===== config.mk =====
export PLATFORM = sky130hd
export DESIGN_NAME = shadow_ram_arbiter
export DESIGN_NICKNAME = d
export VERILOG_FILES = /design/src/rtl/shadow_ram_arbiter.sv
export SDC_FILE = /design/constraint.sdc
export NUM_CORES = 1
export LEC_CHECK = 0
export ABC_AREA = 1
export BUFFER_PORTS_ARGS = -buffer_cell sky130_fd_sc_hd__buf_2
export CAP_MARGIN = 20
export CORE_AREA = 2 2 87 89
export CTS_CLUSTER_SIZE = 28
export DETAILED_ROUTE_END_ITERATION = 12
export DIE_AREA = 0 0 89 91
export GPL_TIMING_DRIVEN = 0
export PLACE_DENSITY = 0.85
export SYNTH_ARGS = -nofsm -noshare
export SYNTH_HDL_FRONTEND = slang
export SYNTH_SLANG_ARGS = --single-unit

===== constraint.sdc =====
create_clock -name clk -period 2.7 [get_ports clk]
set_input_delay 0.54 -clock clk [delete_from_list [all_inputs] [get_ports clk]]
set_output_delay 0.54 -clock clk [all_outputs]
set_load 0.005 [all_outputs]

===== src/rtl/shadow_ram_arbiter.sv =====
// Arbitrates the shadow-ROM block RAM port between buffered Z80 writes and
// the SPI host. Z80 writes normally win; a starvation counter forces an SPI
// slot after STARVE_LIMIT consecutive Z80 grants. All RAM controls are registered.
module shadow_ram_arbiter #(
  parameter int unsigned ADDR_W       = 14,
  parameter int unsigned DATA_W       = 8,
  parameter int unsigned STARVE_LIMIT = 4
) (
  input  logic              clk,
  input  logic              rst,
  input  logic              z80_wr_stb,
  input  logic [ADDR_W-1:0] z80_wr_addr,
  input  logic [DATA_W-1:0] z80_wr_data,
  output logic              z80_fifo_full,
  output logic              overflow,
  input  logic              spi_req,
  input  logic              spi_we,
  input  logic [ADDR_W-1:0] spi_addr,
  input  logic [DATA_W-1:0] spi_wdata,
  output logic              spi_ack,
  output logic [DATA_W-1:0] spi_rdata,
  output logic [ADDR_W-1:0] ram_addr,
  output logic [DATA_W-1:0] ram_din,
  output logic              ram_we,
  input  logic [DATA_W-1:0] ram_dout,
  output logic              busy
);

  localparam logic [3:0] LIMIT = 4'(STARVE_LIMIT);

  typedef enum logic [1:0] {IDLE, RD_ADDR, RD_DATA} state_t;

  state_t            state_q;
  logic [ADDR_W-1:0] fifo_addr_q [2];
  logic [DATA_W-1:0] fifo_data_q [2];
  logic              wr_ptr_q, rd_ptr_q;
  logic [1:0]        count_q, count_d;
  logic [3:0]        starve_q, starve_d;
  logic              overflow_q;
  logic              spi_ack_q;
  logic [DATA_W-1:0] spi_rdata_q;
  logic [ADDR_W-1:0] ram_addr_q;
  logic [DATA_W-1:0] ram_din_q;
  logic              ram_we_q;

  logic spi_elig, pop, spi_grant, push;

  // Grant decision, FIFO accept/drop and starvation counter next state
  always_comb begin
    spi_elig  = spi_req && !spi_ack_q;
    pop       = (state_q == IDLE) && (count_q != 2'd0) &&
                (!spi_elig || (starve_q < LIMIT));
    spi_grant = (state_q == IDLE) && spi_elig && !pop;
    // a pop in the same cycle frees the slot the push needs
    push      = z80_wr_stb && ((count_q != 2'd2) || pop);
    count_d   = count_q;
    case ({push, pop})
      2'b10:   count_d = count_q + 2'd1;
      2'b01:   count_d = count_q - 2'd1;
      default: count_d = count_q;
    endcase
    starve_d = starve_q;
    if (!spi_req || spi_grant)
      starve_d = '0;
    else if (pop && spi_elig && (starve_q != '1))
      starve_d = starve_q + 4'd1;
  end

  // FIFO storage; full-with-pop writes the slot whose old contents are being popped
  always_ff @(posedge clk) begin
    if (push) begin
      fifo_addr_q[wr_ptr_q] <= z80_wr_addr;
      fifo_data_q[wr_ptr_q] <= z80_wr_data;
    end
  end

  // Arbiter FSM with registered RAM controls and SPI handshake
  always_ff @(posedge clk) begin
    if (rst) begin
      state_q     <= IDLE;
      wr_ptr_q    <= 1'b0;
      rd_ptr_q    <= 1'b0;
      count_q     <= '0;
      starve_q    <= '0;
      overflow_q  <= 1'b0;
      spi_ack_q   <= 1'b0;
      spi_rdata_q <= '0;
      ram_addr_q  <= '0;
      ram_din_q   <= '0;
      ram_we_q    <= 1'b0;
    end else begin
      ram_we_q  <= 1'b0;
      spi_ack_q <= 1'b0;
      count_q   <= count_d;
      starve_q  <= starve_d;
      if (push) wr_ptr_q <= ~wr_ptr_q;
      if (pop)  rd_ptr_q <= ~rd_ptr_q;
      if (z80_wr_stb && !push) overflow_q <= 1'b1;
      case (state_q)
        IDLE: begin
          if (pop) begin
            ram_addr_q <= fifo_addr_q[rd_ptr_q];
            ram_din_q  <= fifo_data_q[rd_ptr_q];
            ram_we_q   <= 1'b1;
          end else if (spi_grant) begin
            ram_addr_q <= spi_addr;
            if (spi_we) begin
              ram_din_q <= spi_wdata;
              ram_we_q  <= 1'b1;
              spi_ack_q <= 1'b1;
            end else begin
              state_q <= RD_ADDR;
            end
          end
        end
        RD_ADDR: state_q <= RD_DATA;
        RD_DATA: begin
          spi_rdata_q <= ram_dout;
          spi_ack_q   <= 1'b1;
          state_q     <= IDLE;
        end
        default: state_q <= IDLE;
      endcase
    end
  end

  assign z80_fifo_full = (count_q == 2'd2);
  assign overflow      = overflow_q;
  assign spi_ack       = spi_ack_q;
  assign spi_rdata     = spi_rdata_q;
  assign ram_addr      = ram_addr_q;
  assign ram_din       = ram_din_q;
  assign ram_we        = ram_we_q;
  assign busy          = (state_q != IDLE) || (count_q != 2'd0);

endmodule


==> insert_results.sql <==
INSERT INTO impl_metrics (metric_group, metric, value, unit) VALUES
('place', 'post-dp-hpwl', '5.86', 'mm'),
('floorplan', 'floorplan.rows', '31', ''),
('clock_tree', 'cts.hold.buffers_added', '0', ''),
('yosys', 'post_synth_inst_count', '378', ''),
('sta', 'final_min_period_over_clock_period', '78.7', '%'),
('floorplan', 'die-width', '89', 'um'),
('min_path', 'worst_hold_path.num_cells', '1', ''),
('yosys', 'synth_flop_cell', 'sky130_fd_sc_hd__edfxtp_1', ''),
('worst_setup_path', 'crit_buf_inv', '2', ''),
('yosys', 'yosysUniqueCellTypes', '25', ''),
('yosys', 'synth_edf_count', '44', ''),
('clock_tree', 'clock_sinks', '88', ''),
('global_routing', 'grt_pass1_wl', '12.2', 'mm'),
('yosys', 'synth-async-reset-ratio', '0', '%'),
('yosys', 'synthDominantCellAreaShare', '36.8', '%'),
('worst_setup_path', 'worst_path_largest_cell_delay', '520', 'ps'),
('route', 'postRouteAntennaNets', '0', ''),
('sta', 'rsz0062_at_grt', 'false', ''),
('global_routing', 'first_global_vias', '2825', ''),
('clock_tree', 'post-cts-setup-buffer-count', '0', ''),
('min_path', 'hold-path-endpoint', 'fifo_addr_q[0][3]', ''),
('cells_and_area', 'antenna_cells', '0', ''),
('power', 'peakVddDrop', '663', 'uV'),
('cells_and_area', 'final.fill_count', '619', ''),
('flow_run', 'drv.max_cap_violation_count', '0', ''),
('clock_tree', 'h_tree_levels', '3', ''),
('global_routing', 'antenna_violations_before_repair', '0', ''),
('floorplan', 'floorplan.core_area', '0.00714', 'mm^2'),
('worst_setup_path', 'crit_path_cell_trace', 'inv_1 -> nand2_1 -> nor2_8 -> nand2_8 -> nand2_1 -> nand2_1 -> nor2_2 -> buf_8', ''),
('min_path', 'hold_path_startpoint', 'z80_wr_addr[3]', ''),
('sta', 'hold_viol', '0', ''),
('cells_and_area', 'final_nets', '540', ''),
('global_routing', 'grt_overflow', '0', ''),
('cells_and_area', 'layout-drive-gt1-share', '26.7', '%'),
('floorplan', 'die_area', '0.00810', 'mm^2'),
('global_routing', 'track_usage', '19.6', '%'),
('floorplan', 'initial_core_util', '50.3', '%'),
('global_routing', 'maximum_number_of_pins_on_one_net_before_global_route_repair', '17', ''),
('route', 'via_count', '2925', ''),
('sta', 'finalSetupViolCount', '0', ''),
('worst_setup_path', 'worst_path_slowest_cell', 'sky130_fd_sc_hd__nor2_2', ''),
('clock_tree', 'cts_tree', 'built', ''),
('sta', 'fin_skew', '10.5', 'ps'),
('worst_setup_path', 'crit_top_cell', 'sky130_fd_sc_hd__nand2_1', ''),
('sta', 'maxSlewHeadroom', '57.6', '%'),
('route', 'drt_wl_total', '7.78', 'mm'),
('clock_tree', 'clk_root_buffer_cell', 'sky130_fd_sc_hd__clkbuf_8', ''),
('yosys', 'synthesis.area', '0.00359', 'mm^2'),
('worst_setup_path', 'path_delay_family', 'simple AND/OR/NAND/NOR gates', ''),
('cells_and_area', 'area_growth_syn_to_layout', '22.8', '%'),
('cells_and_area', 'regArea', '0.00220', 'mm^2'),
('sta', 'period_needed', '2120', 'ps'),
('place', 'portBuffers', '91', ''),
('worst_setup_path', 'timing.rr.start', 'state_q[1]', ''),
('place', 'setup_slack_at_placement', '262', 'ps'),
('cells_and_area', 'multi_input_comb_area', '0.00118', 'mm^2'),
('power', 'power_per_cell_area', '986', 'mW/mm^2'),
('yosys', 'avgSynthCellArea', '9.49', 'um^2'),
('worst_setup_path', 'reg2reg_setup_slack', '580', 'ps'),
('route', 'post_drt_wl_per_cell', '13.3', 'um'),
('run_status', 'run_status', 'completed', ''),
('worst_setup_path', 'crit_arrival', '2190', 'ps'),
('yosys', 'synthesis.yosys.warnings', '0', ''),
('worst_setup_path', 'rr_endpoint', 'fifo_addr_q[0][7]', ''),
('yosys', 'synth.net_count', '436', ''),
('sta', 'fmax', '471', 'MHz'),
('worst_setup_path', 'critPathKind', 'reg -> reg', ''),
('route', 'drc', '0', ''),
('clock_tree', 'worst_skew_pair.late_latency', '350', 'ps'),
('yosys', 'synthDominantAreaCellType', 'sky130_fd_sc_hd__edfxtp_1', ''),
('route', 'routed_via_density', '4.99', '');
==> area by class of cell <==
| type | count | area share, % |
|---|---|---|
| clock inverters | 7 | 1.79 |
| repair buffers | 93 | 11.0 |
| inverters | 31 | 2.64 |
| well taps | 99 | 2.81 |
| flip-flops and latches | 88 | 50.0 |
| clock buffers | 9 | 2.81 |
| multi-input cells | 244 | 26.8 |
| plain buffers | 15 | 2.07 |
==> synthesized netlist by cell type, types with 4 or more instances <==
cell type	count
sky130_fd_sc_hd__nor2_1	44
sky130_fd_sc_hd__nand2_1	89
sky130_fd_sc_hd__dfxtp_1	44
sky130_fd_sc_hd__a21boi_0	8
sky130_fd_sc_hd__clkbuf_1	8
sky130_fd_sc_hd__inv_1	27
sky130_fd_sc_hd__o21ai_1	7
sky130_fd_sc_hd__nand3b_1	9
sky130_fd_sc_hd__edfxtp_1	44
sky130_fd_sc_hd__nand2_2	4
sky130_fd_sc_hd__nand4_1	7
sky130_fd_sc_hd__nand3_1	28
sky130_fd_sc_hd__a21oi_1	14
sky130_fd_sc_hd__o21ai_0	24
==> power breakdown <==
group / total (mW) / switching [mW] / internal, mW
registers: 1.83 / 0.130 / 1.70
clock network: 0.909 / 0.474 / 0.435
logic: 1.60 / 0.977 / 0.628
==> metal layers <==
metal	part of all wire, %	vias to the layer above	track usage (%)
li1	-	1464	-
met3	5.2	10	3.00
met1	41	1367	24.0
met4	1.3	0	8.71
met2	52	84	33.5
met5	0	-	0
==> per-stage QoR <==
| stage | power, mW | TNS (ps) | instance area, um^2 | utilization, % | instances |
|---|---|---|---|---|---|
| floorplan | 2.91 | 0 | 3590 | - | 378 |
| global placement | 3.38 | -20990 | 4170 | 58.4 | 568 |
| detailed placement | 3.46 | 0 | 4200 | 58.9 | 570 |
| CTS | 4.36 | 0 | 4400 | 61.7 | 586 |
| global route | 4.65 | 0 | 4400 | 61.7 | 586 |
| finish | 4.34 | 0 | 4400 | 61.7 | 586 |
==> registers in the layout, indices dropped and copies added, names as in the netlist, named ones only <==
name	count
spi_rdata	8
ram_din	8
overflow	1
fifo_data_q	16
rd_ptr_q	1
state_q	2
fifo_addr_q	28
starve_q	4
count_q	2
ram_we	1
ram_addr	14
spi_ack	1
wr_ptr_q	1
==> how the worst max path moves through the flow <==
stage                     from                  to  slack (ps)  depth (start not counted)
finish              state_q[1]   fifo_addr_q[0][7]         580                          8
global route        state_q[1]   fifo_data_q[1][1]         410                          8
CTS                 state_q[0]   fifo_data_q[0][2]         570                          8
detailed placement     spi_req  fifo_addr_q[0][11]         260                          9
global placement       spi_req   fifo_data_q[1][1]        -490                          8
floorplan              spi_req   fifo_addr_q[1][0]         250                          7
==> cells by family (layout without fill, tap and decap cells) <==
| group | Yosys count | count (layout) | synth area share, % |
|---|---|---|---|
| compound gates | 53 | 53 | 7.95 |
| xor+xnor | 1 | 1 | 0.244 |
| fa+ha+maj | 1 | 1 | 0.349 |
| buf+inv | 46 | 155 | 5.79 |
| flops | 88 | 88 | 61.4 |
| simple gates | 189 | 189 | 24.3 |
==> cells in the final DEF, fill, tap and decap left out, types with 2 or more instances in the layout <==
cell and count:
sky130_fd_sc_hd__buf_6 3, sky130_fd_sc_hd__nor2_2 2, sky130_fd_sc_hd__a21oi_1 14, sky130_fd_sc_hd__nor3_1 3
sky130_fd_sc_hd__clkbuf_1 8, sky130_fd_sc_hd__nor2_8 2, sky130_fd_sc_hd__a21boi_0 8, sky130_fd_sc_hd__nand3_1 28
sky130_fd_sc_hd__edfxtp_1 44, sky130_fd_sc_hd__nand4_1 7, sky130_fd_sc_hd__buf_4 3, sky130_fd_sc_hd__dfxtp_1 44
sky130_fd_sc_hd__o21ai_0 24, sky130_fd_sc_hd__clkbuf_8 9, sky130_fd_sc_hd__buf_2 92, sky130_fd_sc_hd__inv_6 2
sky130_fd_sc_hd__clkinvlp_4 3, sky130_fd_sc_hd__inv_1 27, sky130_fd_sc_hd__nand2_1 89, sky130_fd_sc_hd__inv_2 3
sky130_fd_sc_hd__nand3_2 2, sky130_fd_sc_hd__buf_8 2, sky130_fd_sc_hd__nand2_2 4, sky130_fd_sc_hd__o21ai_1 7
sky130_fd_sc_hd__nand3b_1 9, sky130_fd_sc_hd__nor2_1 42
Note: power is estimated with default switching activity, not from simulation.
